$ cat config.mk
export PLATFORM = sky130hd
export DESIGN_NAME = mem_ctrl
export DESIGN_NICKNAME = d
export VERILOG_FILES = /design/src/rtl/mem_ctrl_pkg.sv /design/src/rtl/mem_ctrl.sv
export SDC_FILE = /design/constraint.sdc
export NUM_CORES = 1
export LEC_CHECK = 0
export ABC_AREA = 1
export BUFFER_PORTS_ARGS = -buffer_cell sky130_fd_sc_hd__buf_2
export CORE_MARGIN = 5
export CORE_UTILIZATION = 35
export CTS_BUF_LIST = sky130_fd_sc_hd__clkbuf_4 sky130_fd_sc_hd__clkbuf_8
export DETAILED_ROUTE_END_ITERATION = 12
export GPL_ROUTABILITY_DRIVEN = 1
export PLACE_DENSITY_LB_ADDON = 0.05
export SETUP_SLACK_MARGIN = 0.15
export SYNTH_ARGS = -nofsm -noshare
export SYNTH_HDL_FRONTEND = slang
export SYNTH_SLANG_ARGS = --single-unit
$ cat constraint.sdc
create_clock -name clk -period 2.7 [get_ports clk]
set_clock_uncertainty 0.15 [all_clocks]
set_input_delay 0.54 -clock clk [delete_from_list [all_inputs] [get_ports clk]]
set_output_delay 0.54 -clock clk [all_outputs]
set_load 0.01 [all_outputs]
$ cat src/rtl/mem_ctrl_pkg.sv
// riscv_defs: shared encodings for the byte-serial memory controller
// (FSM states, MEM access-length codes, port owner codes).
package riscv_defs;

    typedef enum logic [1:0] {
        IDLE = 2'd0,
        RD   = 2'd1,
        WR   = 2'd2,
        DONE = 2'd3
    } state_t;

    typedef enum logic {
        OWN_IF = 1'b0,
        OWN_MM = 1'b1
    } owner_t;

    localparam logic [1:0] LEN_B = 2'd0;
    localparam logic [1:0] LEN_H = 2'd1;
    localparam logic [1:0] LEN_W = 2'd2;

    // Byte count of a MEM access; code 3 is treated as a word.
    function automatic logic [2:0] len_bytes(input logic [1:0] len);
        case (len)
            LEN_B:   len_bytes = 3'd1;
            LEN_H:   len_bytes = 3'd2;
            LEN_W:   len_bytes = 3'd4;
            default: len_bytes = 3'd4;
        endcase
    endfunction

endpackage

$ cat src/rtl/mem_ctrl.sv
// mem_ctrl: arbitrates one byte-wide RAM port between instruction fetch and
// the MEM stage, serialising 1/2/4-byte accesses into byte cycles.
// Optional macro MEM_CTRL_FAIR_EN: after an MM grant, a pending IF wins the
// next contested grant (alternation); otherwise MM always beats IF.
// Handshake: a requester raises req with its operands and holds them until
// its done pulse; done is a single registered cycle during which read data is
// valid, and the requester drops or changes req at the edge ending it.
module mem_ctrl
    import riscv_defs::*;
#(
    parameter int ADDR_W = 17
) (
    input  logic              clk,
    input  logic              rst,
    input  logic              if_req,
    input  logic [31:0]       if_addr,
    input  logic              if_flush,
    output logic [31:0]       if_data,
    output logic              if_done,
    input  logic              mm_req,
    input  logic              mm_we,
    input  logic [1:0]        mm_len,
    input  logic [31:0]       mm_addr,
    input  logic [31:0]       mm_wdata,
    output logic [31:0]       mm_rdata,
    output logic              mm_done,
    output logic              stl_if,
    output logic              stl_mm,
    output logic [ADDR_W-1:0] ram_a,
    output logic              ram_wr,
    output logic [7:0]        ram_dout,
    input  logic [7:0]        ram_din
);

    state_t            r_state;
    owner_t            r_own;
    logic [2:0]        r_cnt;
    logic [2:0]        r_len;
    logic [31:0]       r_buf;
    logic [ADDR_W-1:0] r_ram_a;
    logic              r_ram_wr;
    logic [7:0]        r_ram_dout;
    logic [31:0]       r_if_data;
    logic [31:0]       r_mm_rdata;
    logic              r_if_done;
    logic              r_mm_done;
`ifdef MEM_CTRL_FAIR_EN
    logic              r_prefer_if;
`endif

    logic              w_grant_mm;
    logic              w_grant_if;
    logic [1:0]        w_rd_idx;
    logic [1:0]        w_wr_idx;
    logic [31:0]       w_buf_next;
    logic [7:0]        w_wr_byte;
    logic              w_unused;

    // Read byte arriving now belongs to the address issued one cycle earlier.
    assign w_rd_idx  = r_cnt[1:0] - 2'd1;
    assign w_wr_idx  = r_cnt[1:0] + 2'd1;
    assign w_wr_byte = mm_wdata[{w_wr_idx, 3'b000} +: 8];
    assign w_unused  = ^{if_addr[31:ADDR_W], mm_addr[31:ADDR_W]};

    // Grant decision, only meaningful while idle; flush blocks an IF grant.
    always_comb begin
        w_grant_mm = 1'b0;
        w_grant_if = 1'b0;
        if (r_state == IDLE) begin
`ifdef MEM_CTRL_FAIR_EN
            if (if_req && !if_flush && (!mm_req || r_prefer_if))
                w_grant_if = 1'b1;
            else if (mm_req)
                w_grant_mm = 1'b1;
`else
            if (mm_req)
                w_grant_mm = 1'b1;
            else if (if_req && !if_flush)
                w_grant_if = 1'b1;
`endif
        end
    end

    // Byte assembler: merge the incoming RAM byte into its lane.
    always_comb begin
        w_buf_next = r_buf;
        w_buf_next[{w_rd_idx, 3'b000} +: 8] = ram_din;
    end

    // Main FSM: grant, issue byte cycles, collect data, pulse done.
    always_ff @(posedge clk) begin
        if (rst) begin
            r_state    <= IDLE;
            r_own      <= OWN_IF;
            r_cnt      <= 3'd0;
            r_len      <= 3'd0;
            r_buf      <= 32'd0;
            r_ram_a    <= '0;
            r_ram_wr   <= 1'b0;
            r_ram_dout <= 8'd0;
            r_if_data  <= 32'd0;
            r_mm_rdata <= 32'd0;
            r_if_done  <= 1'b0;
            r_mm_done  <= 1'b0;
`ifdef MEM_CTRL_FAIR_EN
            r_prefer_if <= 1'b0;
`endif
        end else begin
            r_if_done <= 1'b0;
            r_mm_done <= 1'b0;
            case (r_state)
                IDLE: begin
                    if (w_grant_mm) begin
                        r_own   <= OWN_MM;
                        r_len   <= len_bytes(mm_len);
                        r_cnt   <= 3'd0;
                        r_buf   <= 32'd0;
                        r_ram_a <= mm_addr[ADDR_W-1:0];
`ifdef MEM_CTRL_FAIR_EN
                        r_prefer_if <= 1'b1;
`endif
                        if (mm_we) begin
                            r_state    <= WR;
                            r_ram_wr   <= 1'b1;
                            r_ram_dout <= mm_wdata[7:0];
                        end else begin
                            r_state <= RD;
                        end
                    end else if (w_grant_if) begin
                        r_own   <= OWN_IF;
                        r_len   <= 3'd4;
                        r_cnt   <= 3'd0;
                        r_buf   <= 32'd0;
                        r_ram_a <= if_addr[ADDR_W-1:0];
                        r_state <= RD;
`ifdef MEM_CTRL_FAIR_EN
                        r_prefer_if <= 1'b0;
`endif
                    end
                end
                RD: begin
                    if (r_own == OWN_IF && if_flush) begin
                        r_state <= IDLE;
                    end else begin
                        r_cnt <= r_cnt + 3'd1;
                        if (r_cnt + 3'd1 < r_len)
                            r_ram_a <= r_ram_a + ADDR_W'(1);
                        if (r_cnt != 3'd0)
                            r_buf <= w_buf_next;
                        if (r_cnt == r_len) begin
                            r_state <= DONE;
                            if (r_own == OWN_IF) begin
                                r_if_data <= w_buf_next;
                                r_if_done <= 1'b1;
                            end else begin
                                r_mm_rdata <= w_buf_next;
                                r_mm_done  <= 1'b1;
                            end
                        end
                    end
                end
                WR: begin
                    if (r_cnt + 3'd1 < r_len) begin
                        r_cnt      <= r_cnt + 3'd1;
                        r_ram_a    <= r_ram_a + ADDR_W'(1);
                        r_ram_dout <= w_wr_byte;
                    end else begin
                        r_ram_wr  <= 1'b0;
                        r_state   <= DONE;
                        r_mm_done <= 1'b1;
                    end
                end
                DONE: begin
                    r_state <= IDLE;
                end
                default: begin
                    r_state <= IDLE;
                end
            endcase
        end
    end

    assign ram_a    = r_ram_a;
    assign ram_wr   = r_ram_wr;
    assign ram_dout = r_ram_dout;
    assign if_data  = r_if_data;
    assign if_done  = r_if_done;
    assign mm_rdata = r_mm_rdata;
    assign mm_done  = r_mm_done;
    assign stl_if   = if_req & ~r_if_done;
    assign stl_mm   = mm_req & ~r_mm_done;

endmodule

---- After elaboration in Yosys (flattened, before gate mapping) ----
Index checks and enable logic that the tools add are counted.
operators by class
  reductions and logical operators ........ 20
  shift operators ......................... 3
  multiplexer cells ....................... 47
  equal/unequal tests ..................... 13
  bitwise gates (word level) .............. 8
  $add $sub $neg .......................... 5
  $lt $le $gt $ge ......................... 1
operator list
  cell                    count
  $mux 32                 4
  $mux 17                 4
  $pmux 32 s2             1
  $pmux 17 s3             1
  $bwmux 32               1
  $shift 8x7->32 const A  1
  $shiftx 32x6->8         1
  $shiftx 8x7->32         1
  $mux 8                  3
  $reduce_and 4->1        6
  $mux 3                  6
  $add 17x1->17 const B   1
  $pmux 8 s2              1
  $mux 1                  15
  $mux 2                  6
  $ne 2x2->1 const B      6
  $pmux 3 s3              1
  $pmux 2 s4              1
  $neg 5->7               1
  $ne 3x3->1 const B      2
  $not 1->1               6
  $pmux 3 s2              1
  $reduce_and 3->1        2
  $reduce_bool 2->1       3
  other kinds (15)        22
word-level totals
  word-level logic and storage cells ...... 109
  register bits after elaboration ......... 133

---- Depth between registers and ports, before layout ----
Gate-level depths: netlist of the first run.
  word-level depth ........................ 8
  gate-level depth with buffers ........... 13
  mapped depth without buffers ............ 12

---- Worst setup path after synthesis of the first run ----
No wires, ideal clock.
  kind .................................... reg2reg
  start point ............................. register r_cnt[0]
  end point ............................... register r_ram_a[8], in the netlist ram_a[8]
  arrival ................................. 2.067 ns
  stages on the path, launching flop included .. 13
  setup slack ............................. 0.362 ns
  data required time ...................... 2.428 ns
  library setup time ...................... 0.122 ns
  period minus slack after synthesis ...... 2.338 ns
  cell sequence ........................... dfxtp_1 > clkbuf_2 > inv_1 > ha_1 > ha_1 > nand3_1 > nand2_1 > nand2_1 > nand2_1 > buf_4 > buf_6 > nor2_1 > a21oi_1
between the ends
  word-level cells in the longest chain between the ends .. 5
ends and longest elaborated chain
  element                   RTL line                          text
  start: declaration        mem_ctrl.sv:37                    logic [2:0] r_cnt;
  start signal: assignment  mem_ctrl.sv:145                   r_cnt <= r_cnt + 3'd1;
  start signal: assignment  mem_ctrl.sv:164                   r_cnt <= r_cnt + 3'd1;
  $add 3x1->3 *             mem_ctrl.sv:146, mem_ctrl.sv:163
  $lt 3x3->1 *              mem_ctrl.sv:146, mem_ctrl.sv:163
  $mux 17 *                 n/a
  $mux 17                   n/a
  $pmux 17 s3 *             n/a
  end signal: assignment    mem_ctrl.sv:134                   r_ram_a <= if_addr[ADDR_W-1:0];
  end signal: assignment    mem_ctrl.sv:147                   r_ram_a <= r_ram_a + ADDR_W'(1);
  end signal: assignment    mem_ctrl.sv:165                   r_ram_a <= r_ram_a + ADDR_W'(1);
  end: declaration          mem_ctrl.sv:40                    logic [ADDR_W-1:0] r_ram_a;
Every way passes the cells marked *; elsewhere a longest branch is shown, timed or not. The select of a mux whose other input is x is not followed.
A chain may end at the register's enable or synchronous reset.

---- Worst setup path in the final report of the first run ----
  start point ............................. register r_cnt[1]
  end point ............................... register r_ram_a[16], in the netlist ram_a[16]
The elaborated chain is that of the path after synthesis.

==> impl_metrics.toml, run 1 <==
[outcome]
outcome = "finished, final reports clean"

[yosys]
syn-num-nets = 1250
syn_area_per_cell_sq_um = 6.20
synth_area_sq_um = 6970
synth_seq_area_share_pct = 38.2
ys_types = 30
postSynthCellCount = 1124
ys_ff_latch = 133
ys_warn_count = 0

[grt]
gr-total-overflow = 0
gr-usage-met1_pct = 26.7
grt_pass1_wl_mm = 34.3
grt_use_met2_pct = 29.6
grt_pass1_vias = 6706
grtUsageMet3_pct = 4.25
grtUsageTotal_pct = 18.9
antenna_found_initial = 2
grt_busiest_layer = "met2"
grt_max_degree = 66

[finish]
final_util_pct = 43.7
area_growth_pct = 22.4
regArea_sq_um = 2660
fill_cells = 2173
drive_above_1_share_pct = 19.2
nNetsFinal = 1414
multi_input_area_sq_um = 3480
layout_commonest_cell = "nand2_1"
num_antenna_cells = 0
final_cell_mix = "nand2_1 (308), nor2_1 (214), buf_2 (175)"

[die]
core_area_sq_um = 19500
die_w_um = 151
fp-row-count = 51
dieHeight_um = 151
initial_core_util_pct = 35.7
die_area_sq_um = 22800
io_pins = 206

[worst_setup_path]
cp_common_cell = "nand2_1"
path_max_fanout = 26
cp.arrival_ns = 2.51
crit_path_end_kind = "flip-flop"
crit_type = "reg2reg"
worstPathRequired_ns = 2.88
path_delay_family = "adder cells"
crit_buf_inv = 2
startpoint_type = "flip-flop"
crit_slowest_cell = "dfxtp_1"
critPathMaxStageDelay_ns = 0.40
worstPathCellList = "inv_1, ha_1, ha_1, nand3_1, nand2_1, nand2_1, nand2_2, buf_8, nand2_1, nand2_1, a21oi_1"

[place]
hpwl_mm = 15.2
place_ws_ns = 0.264
portBuffers = 175
gp_congestion = 0.794

[clocking]
clock_path_buffers = 2
clk_pin_slew_ns = 0.07
clk_latency_ns = 0.45
cts_root_buf = "clkbuf_8"
h-tree-depth = 4
cts_sinks = 133
cts_tree = "done"
numCtsBuffers = 17
ctsHoldBuffers = 0
post_cts_resized = 0
cts_setup_buffers = 0

[drt]
drt_pass1_iterations = 6
drc = 0
totalWireLength_mm = 21.4
drt-initial-drc-count = 392
ant_nets = 0
viasPerCell = 4.56
vias = 7144
wire_per_inst_um = 13.7

[sta]
finalHoldViolations = 0
fin_ws_ns = 0.373
finalMaxSlewViolations = 0
tightest_slew_ns = 0.545
finalCriticalPeriod_ns = 2.33
finalSetupViolCount = 0
rsz0062_at_grt = "no"
relSlewSlack_pct = 63.7
finalSetupTns_ns = 0
finalCritPeriodShare_pct = 86.2
max_freq_ghz = 0.430

[pwr]
power_density_nw_per_um2 = 975
leakagePower_nw = 4.54
peakVddDrop_uv = 449

[job]
timing.max_cap.violations = 0

[min_path]
hold_class = "in2reg"
## through the flow
stage                     instances  power, mW  hold slack, ns  cell area [sq um]
after detailed placement       1534       6.67           0.307               8120
after CTS                      1565       8.38           0.192               8510
final                          1565       8.31           0.225               8530
after global placement         1534       6.67           0.302               8120
after global routing           1565       9.07           0.211               8530
after floorplan                1124       5.39           0.297               6970
## path summary, 6_finish.rpt
path | from | to | slack (ns) | cells after the start
setup / recovery | r_cnt[1] | ram_a[16] | 0.37 | 11
hold / removal | mm_len[0] | r_len[1] | 0.22 | 3
setup reg to reg | r_cnt[1] | ram_a[16] | 0.37 | 11
hold reg to reg | ram_dout[3] | ram_dout[3] | 0.31 | 2
## synthesized netlist by cell type
library cell / n / area (sq um)
nand3b_1: 2 / 15.0
buf_4: 1 / 7.51
nor2_1: 215 / 807
a21oi_2: 2 / 17.5
buf_1: 3 / 11.3
o211ai_1: 1 / 7.51
inv_1: 144 / 541
a21boi_0: 1 / 7.51
nand2_1: 309 / 1160
o21ai_0: 78 / 390
clkbuf_2: 2 / 10.0
clkinv_1: 2 / 7.51
xnor2_1: 1 / 8.76
nor2_2: 3 / 18.8
a22oi_1: 2 / 15.0
a21oi_1: 59 / 295
dfxtp_1: 133 / 2660
clkbuf_1: 26 / 97.6
nand3_1: 60 / 300
buf_2: 18 / 90.1
ha_1: 14 / 175
or2_2: 2 / 12.5
nand3_2: 1 / 10.0
nand4_1: 7 / 43.8
inv_2: 4 / 15.0
buf_6: 5 / 56.3
nand2_4: 1 / 11.3
nand2_2: 2 / 12.5
o22ai_1: 25 / 156
o21ai_1: 1 / 5.00
## where the power goes
group	switching (mW)	leakage, nW	internal [mW]
Clock	0.813	0.201	0.864
Combinational	2.68	3.25	1.33
Sequential	0.271	1.08	2.35
## per-layer routing
| layer | vias to the layer above | part of all wire, % | wire [um] |
|---|---|---|---|
| li1 | 3805 | - | - |
| met1 | 3164 | 49 | 10600 |
| met2 | 160 | 45 | 9580 |
| met3 | 11 | 5.2 | 1120 |
| met4 | 4 | 0.57 | 121 |
| met5 | - | 0.098 | 21 |
## worst min-delay path, delay by kind of cell
family	cells	cell delay (ns)
AOI/OAI and AO/OA	1	0.05
buffers and inverters	1	0.11
and+or+nand+nor	1	0.06
## state kept, by name (all words and copies together) (netlist names)
register and count:
if_done 1, if_data 32, r_state 2, r_buf 32, r_own 1, r_cnt 3, ram_dout 8, ram_wr 1
ram_a 17, mm_rdata 32, r_len 3, mm_done 1
## cell families after synthesis
group	count (synthesis)	share of synthesized area, %
fa+ha+maj	14	2.51
xor+xnor	1	0.126
flops	133	38.2
compound gates	169	12.8
buf+inv	205	12.0
simple gates	602	34.3
## layout make-up
type | instances | share of cell area (%)
clock inverter | 12 | 1.54
inverter | 150 | 6.63
timing repair buffer | 200 | 12.9
clock buffer | 19 | 3.07
multi-input combinational | 786 | 40.8
tap | 265 | 3.89
sequential | 133 | 31.2
No activity file was read; power rests on OpenSTA's default activity.
==> inputs of run 2 (changes only) <==
Settings changed: GPL_TIMING_DRIVEN set to 0.
==> impl_metrics.toml, run 2 (synthesized netlist as in run 1, its figures left out) <==
[outcome]
outcome = "finished, final reports clean"

[grt]
grt_pass1_wl_mm = 36.8
gr-total-overflow = 0
antenna_found_initial = 0
grt_max_degree = 17
grtUsageTotal_pct = 20.6
grt_pass1_vias = 7012

[finish]
nNetsFinal = 1445
layout_commonest_cell = "nand2_1"
fill_cells = 2179
num_antenna_cells = 0
final_util_pct = 44.8
multi_input_area_sq_um = 3580
drive_above_1_share_pct = 20.0
area_growth_pct = 25.4
regArea_sq_um = 2670
final_cell_mix = "nand2_1 (307), nor2_1 (214), buf_2 (192)"

[pwr]
leakagePower_nw = 4.59
p_total_mw = 8.73
power_density_nw_per_um2 = 999
peakVddDrop_uv = 438

[drt]
vias = 7461
drc = 0
drt-initial-drc-count = 334
ant_nets = 0
viasPerCell = 4.67
totalWireLength_mm = 23.3
drt_pass1_iterations = 5
wire_per_inst_um = 14.6

[sta]
finalMaxSlewViolations = 0
relSlewSlack_pct = 54.1
timing.hold.ws_ns = 0.222
finalSetupViolCount = 0
finalCritPeriodShare_pct = 92.7
max_freq_ghz = 0.399
tightest_slew_ns = 0.684
fin_ws_ns = 0.196
finalCriticalPeriod_ns = 2.50
rsz0062_at_grt = "yes"
finalHoldViolations = 0

[clocking]
ctsHoldBuffers = 0
numCtsBuffers = 17
clock_path_buffers = 2
clk_pin_slew_ns = 0.08
clk_latency_ns = 0.44
cts_root_buf = "clkbuf_8"
h-tree-depth = 4
cts_tree = "done"
cts_sinks = 133

[job]
timing.max_cap.violations = 0

[worst_setup_path]
path_max_fanout = 8
startpoint_type = "flip-flop"
crit_type = "reg2reg"
worstPathRequired_ns = 2.92
crit_path_end_kind = "flip-flop"
cp.arrival_ns = 2.72

[place]
portBuffers = 174
hpwl_mm = 17.6
place_ws_ns = -0.187
gp_congestion = 0.847

[die]
die_w_um = 151
dieHeight_um = 151
core_area_sq_um = 19500
initial_core_util_pct = 35.7
fp-row-count = 51
io_pins = 206
die_area_sq_um = 22800

[min_path]
hold_class = "in2reg"
-- run 2: metrics by stage --
| stage | TNS, ns | std cells | area, sq um |
|---|---|---|---|
| 3_5_place_dp | -1.92 | 1563 | 8170 |
| 4_1_cts | 0 | 1595 | 8630 |
| 6_report | 0 | 1597 | 8740 |
| 5_1_grt | 0 | 1597 | 8740 |
| 2_1_floorplan | 0 | 1124 | 6970 |
| 3_3_place_gp | -1.93 | 1563 | 8170 |
-- run 2: worst paths after layout --
check             depth (start not counted)  slack (ns)      start        end
setup / recovery                          8        0.20   r_cnt[0]  r_buf[17]
hold / removal                            3        0.22  mm_len[0]   r_len[1]
setup reg to reg                          8        0.20   r_cnt[0]  r_buf[17]
hold reg to reg                           2        0.31     ram_wr     ram_wr
-- run 2: what timing repair did --
item,4_1_cts,5_1_grt
buffers inserted,0,2
setup endpoints to repair,120,71
resized for setup,11,24
-- run 2: power by group --
| group | internal, mW | total [mW] | switching [mW] |
|---|---|---|---|
| clock | 1.04 | 1.84 | 0.799 |
| combinational | 1.38 | 4.24 | 2.86 |
| sequential | 2.36 | 2.65 | 0.286 |
| total | 4.78 | 8.73 | 3.94 |
-- run 2: cell type report --
cell class / instances / area share, %
Sequential cell: 133 / 30.5
Multi-Input combinational cell: 786 / 40.9
Timing Repair Buffer: 176 / 10.1
Buffer: 55 / 3.19
Inverter: 150 / 6.48
Tap cell: 265 / 3.79
Clock buffer: 24 / 3.56
Clock inverter: 8 / 1.39
-- run 2: layer usage --
layer | track usage, % | vias up | part of all wire, %
met5 | 0 | - | 0
met4 | 5.12 | 0 | 1.1
met3 | 4.04 | 15 | 5.4
met2 | 32.2 | 186 | 44
met1 | 29.1 | 3384 | 49
li1 | - | 3876 | -
-- run 2: worst max-delay path: stages, from the launching register on --
cell        delay [ns]
dfxtp_4           0.39
buf_4             0.18
clkinvlp_4        0.14
ha_4              0.29
inv_1             0.12
nand4_1           0.42
o21ai_1           0.50
nand3_1           0.12
a21oi_1           0.14
==> inputs of run 3 (changes only) <==
Settings changed: ABC_AREA 1 to 0.
==> impl_metrics.toml, run 3 <==
[outcome]
outcome = "finished, final reports clean"

[yosys]
synth_most_common_cell = "dfxtp_1"
async_reset_ff_share_pct = 0
yosysTopAreaCell = "dfxtp_1"
ys_types = 70
synth-edff-count = 0
ys_warn_count = 0
postSynthCellCount = 752
synth_seq_area_share_pct = 40.1
synth_area_sq_um = 6640
synthTopCellsByCount = "dfxtp_1 (133), a21oi_1 (84), a211oi_1 (79)"
syn_area_per_cell_sq_um = 8.83
ys_ff_latch = 133
synth-main-ff-cell = "dfxtp_1"
synthTopCellsByArea = "dfxtp_1 (40%), a211oi_1 (8.9%), a21oi_1 (6.3%), or4b_1 (4.8%), nor2_1 (4.1%)"
synth_top_area_share_pct = 40.1
syn-num-nets = 878

[grt]
grt_pass1_vias = 6457
grt_pass1_wl_mm = 36.5
antenna_found_initial = 0
grtUsageTotal_pct = 21.1
gr-total-overflow = 0
grt_max_degree = 17

[clocking]
ctsHoldBuffers = 0
numCtsBuffers = 17
cts_sinks = 133
clk_latency_ns = 0.46
h-tree-depth = 4
clock_path_buffers = 2
cts_root_buf = "clkbuf_8"
cts_tree = "done"
clk_pin_slew_ns = 0.10

[sta]
finalHoldViolations = 0
relSlewSlack_pct = 42.7
finalSetupViolCount = 0
timing.hold.ws_ns = 0.201
finalCriticalPeriod_ns = 2.48
finalMaxSlewViolations = 0
max_freq_ghz = 0.402
finalSetupTns_ns = 0
rsz0062_at_grt = "yes"
finalCritPeriodShare_pct = 92.0
tightest_slew_ns = 0.860

[drt]
drt-initial-drc-count = 388
viasPerCell = 5.47
drc = 0
wire_per_inst_um = 19.3
routed-wl-met3_mm = 1.37
top_layer_used = "met4"
drt-met1-wl_mm = 10.7
routed-wl-met2_mm = 10.8
drt_pass1_iterations = 7
totalWireLength_mm = 23.3
vias = 6607
ant_nets = 0

[die]
io_pins = 206
core_area_sq_um = 18700
initial_core_util_pct = 35.5
die_w_um = 148
dieHeight_um = 148
die_area_sq_um = 21800
fp-row-count = 50

[min_path]
hold_class = "in2reg"
hold_depth = 3

[finish]
num_antenna_cells = 0
fill_cells = 1918
final_cell_mix = "buf_2 (189), dfxtp_1 (131), a21oi_1 (81)"
layout_commonest_cell = "buf_2"
nNetsFinal = 1086
drive_above_1_share_pct = 30.5
area_growth_pct = 29.0
fin_cells = 1207

[place]
gp_congestion = 0.815
portBuffers = 175
dp.cells = 1161
hpwl_mm = 17.0

[worst_setup_path]
worstPathRequired_ns = 2.94
crit_end = "ram_a[13]"
cp.arrival_ns = 2.72
r2r_end = "ram_a[13]"
r2r_slack_ns = 0.22
startpoint = "r_cnt[0]"
reg2reg_depth = 10
r2r_start = "r_cnt[0]"
crit_path_end_kind = "flip-flop"
startpoint_type = "flip-flop"
path_max_fanout = 10
crit_type = "reg2reg"

[pwr]
leakagePower_nw = 3.43
power_density_nw_per_um2 = 932
peakVddDrop_uv = 387

[job]
timing.max_cap.violations = 0
-- run 3: kinds of logic after synthesis --
family	Yosys count	share of synthesized area (%)
AO/OA/AOI/OAI	282	28.1
AND/OR/NAND/NOR	218	19.8
flip-flops	133	40.1
buffers and inverters	76	4.95
multiplexers	26	4.01
adder cells (fa/ha/maj)	14	2.64
XOR/XNOR	3	0.396
-- run 3: metal layers --
layer,track usage (%),vias up
met2,34.4,231
met5,0,-
met1,28.3,3090
met3,3.62,23
met4,7.04,0
li1,-,3263
-- run 3: metrics by stage --
step / instance area (sq um) / utilization [%] / power, mW / worst slack, ns
2_1_floorplan: 6660 / - / 4.65 / 0.182
3_3_place_gp: 7830 / 41.8 / 5.80 / -0.532
3_5_place_dp: 7830 / 41.8 / 5.80 / -0.544
4_1_cts: 8430 / 45.1 / 7.86 / 0.161
5_1_grt: 8570 / 45.8 / 8.49 / 0.0933
6_report: 8570 / 45.8 / 7.98 / 0.215
-- run 3: report_power, final --
group | internal, mW | switching (mW)
Combinational | 1.46 | 2.18
Clock | 0.872 | 0.914
Sequential | 2.29 | 0.258
-- run 3: worst min path at each step --
stage,from,to,slack (ns)
finish,mm_len[0],r_len[1],0.20
global route,mm_len[0],r_len[1],0.25
CTS,mm_len[0],r_len[1],0.18
detailed placement,r_buf[16],r_buf[16],0.31
global placement,r_buf[23],r_buf[23],0.30
floorplan,r_buf[0],r_buf[0],0.29
-- run 3: area by class of cell --
type                    count  area, sq um  area share [%]
multi-input cells         543         3830            44.7
flip-flops and latches    133         2670            31.1
repair buffers            189          997            11.6
plain buffers              65          319            3.72
well taps                 234          293            3.42
clock buffers              18          248            2.89
clock inverters            14          166            1.94
inverters                  11         45.0           0.526
-- run 3: worst max-delay path, cell delays in order, from the launching register on --
cell,delay [ns]
dfxtp_4,0.37
buf_6,0.15
clkinvlp_4,0.14
ha_4,0.34
ha_1,0.26
and3b_2,0.26
o21ai_4,0.20
buf_12,0.14
buf_6,0.10
a31oi_1,0.08
a211oi_1,0.22
-- run 3: what timing repair did --
item / CTS / global route
endpoints found under the hold margin: 0 / 0
pin swaps: 6 / 10
gates cloned: 0 / 0
gates resized for setup: 30 / 34
endpoints found under the setup margin: 74 / 83
buffers inserted: 12 / 2
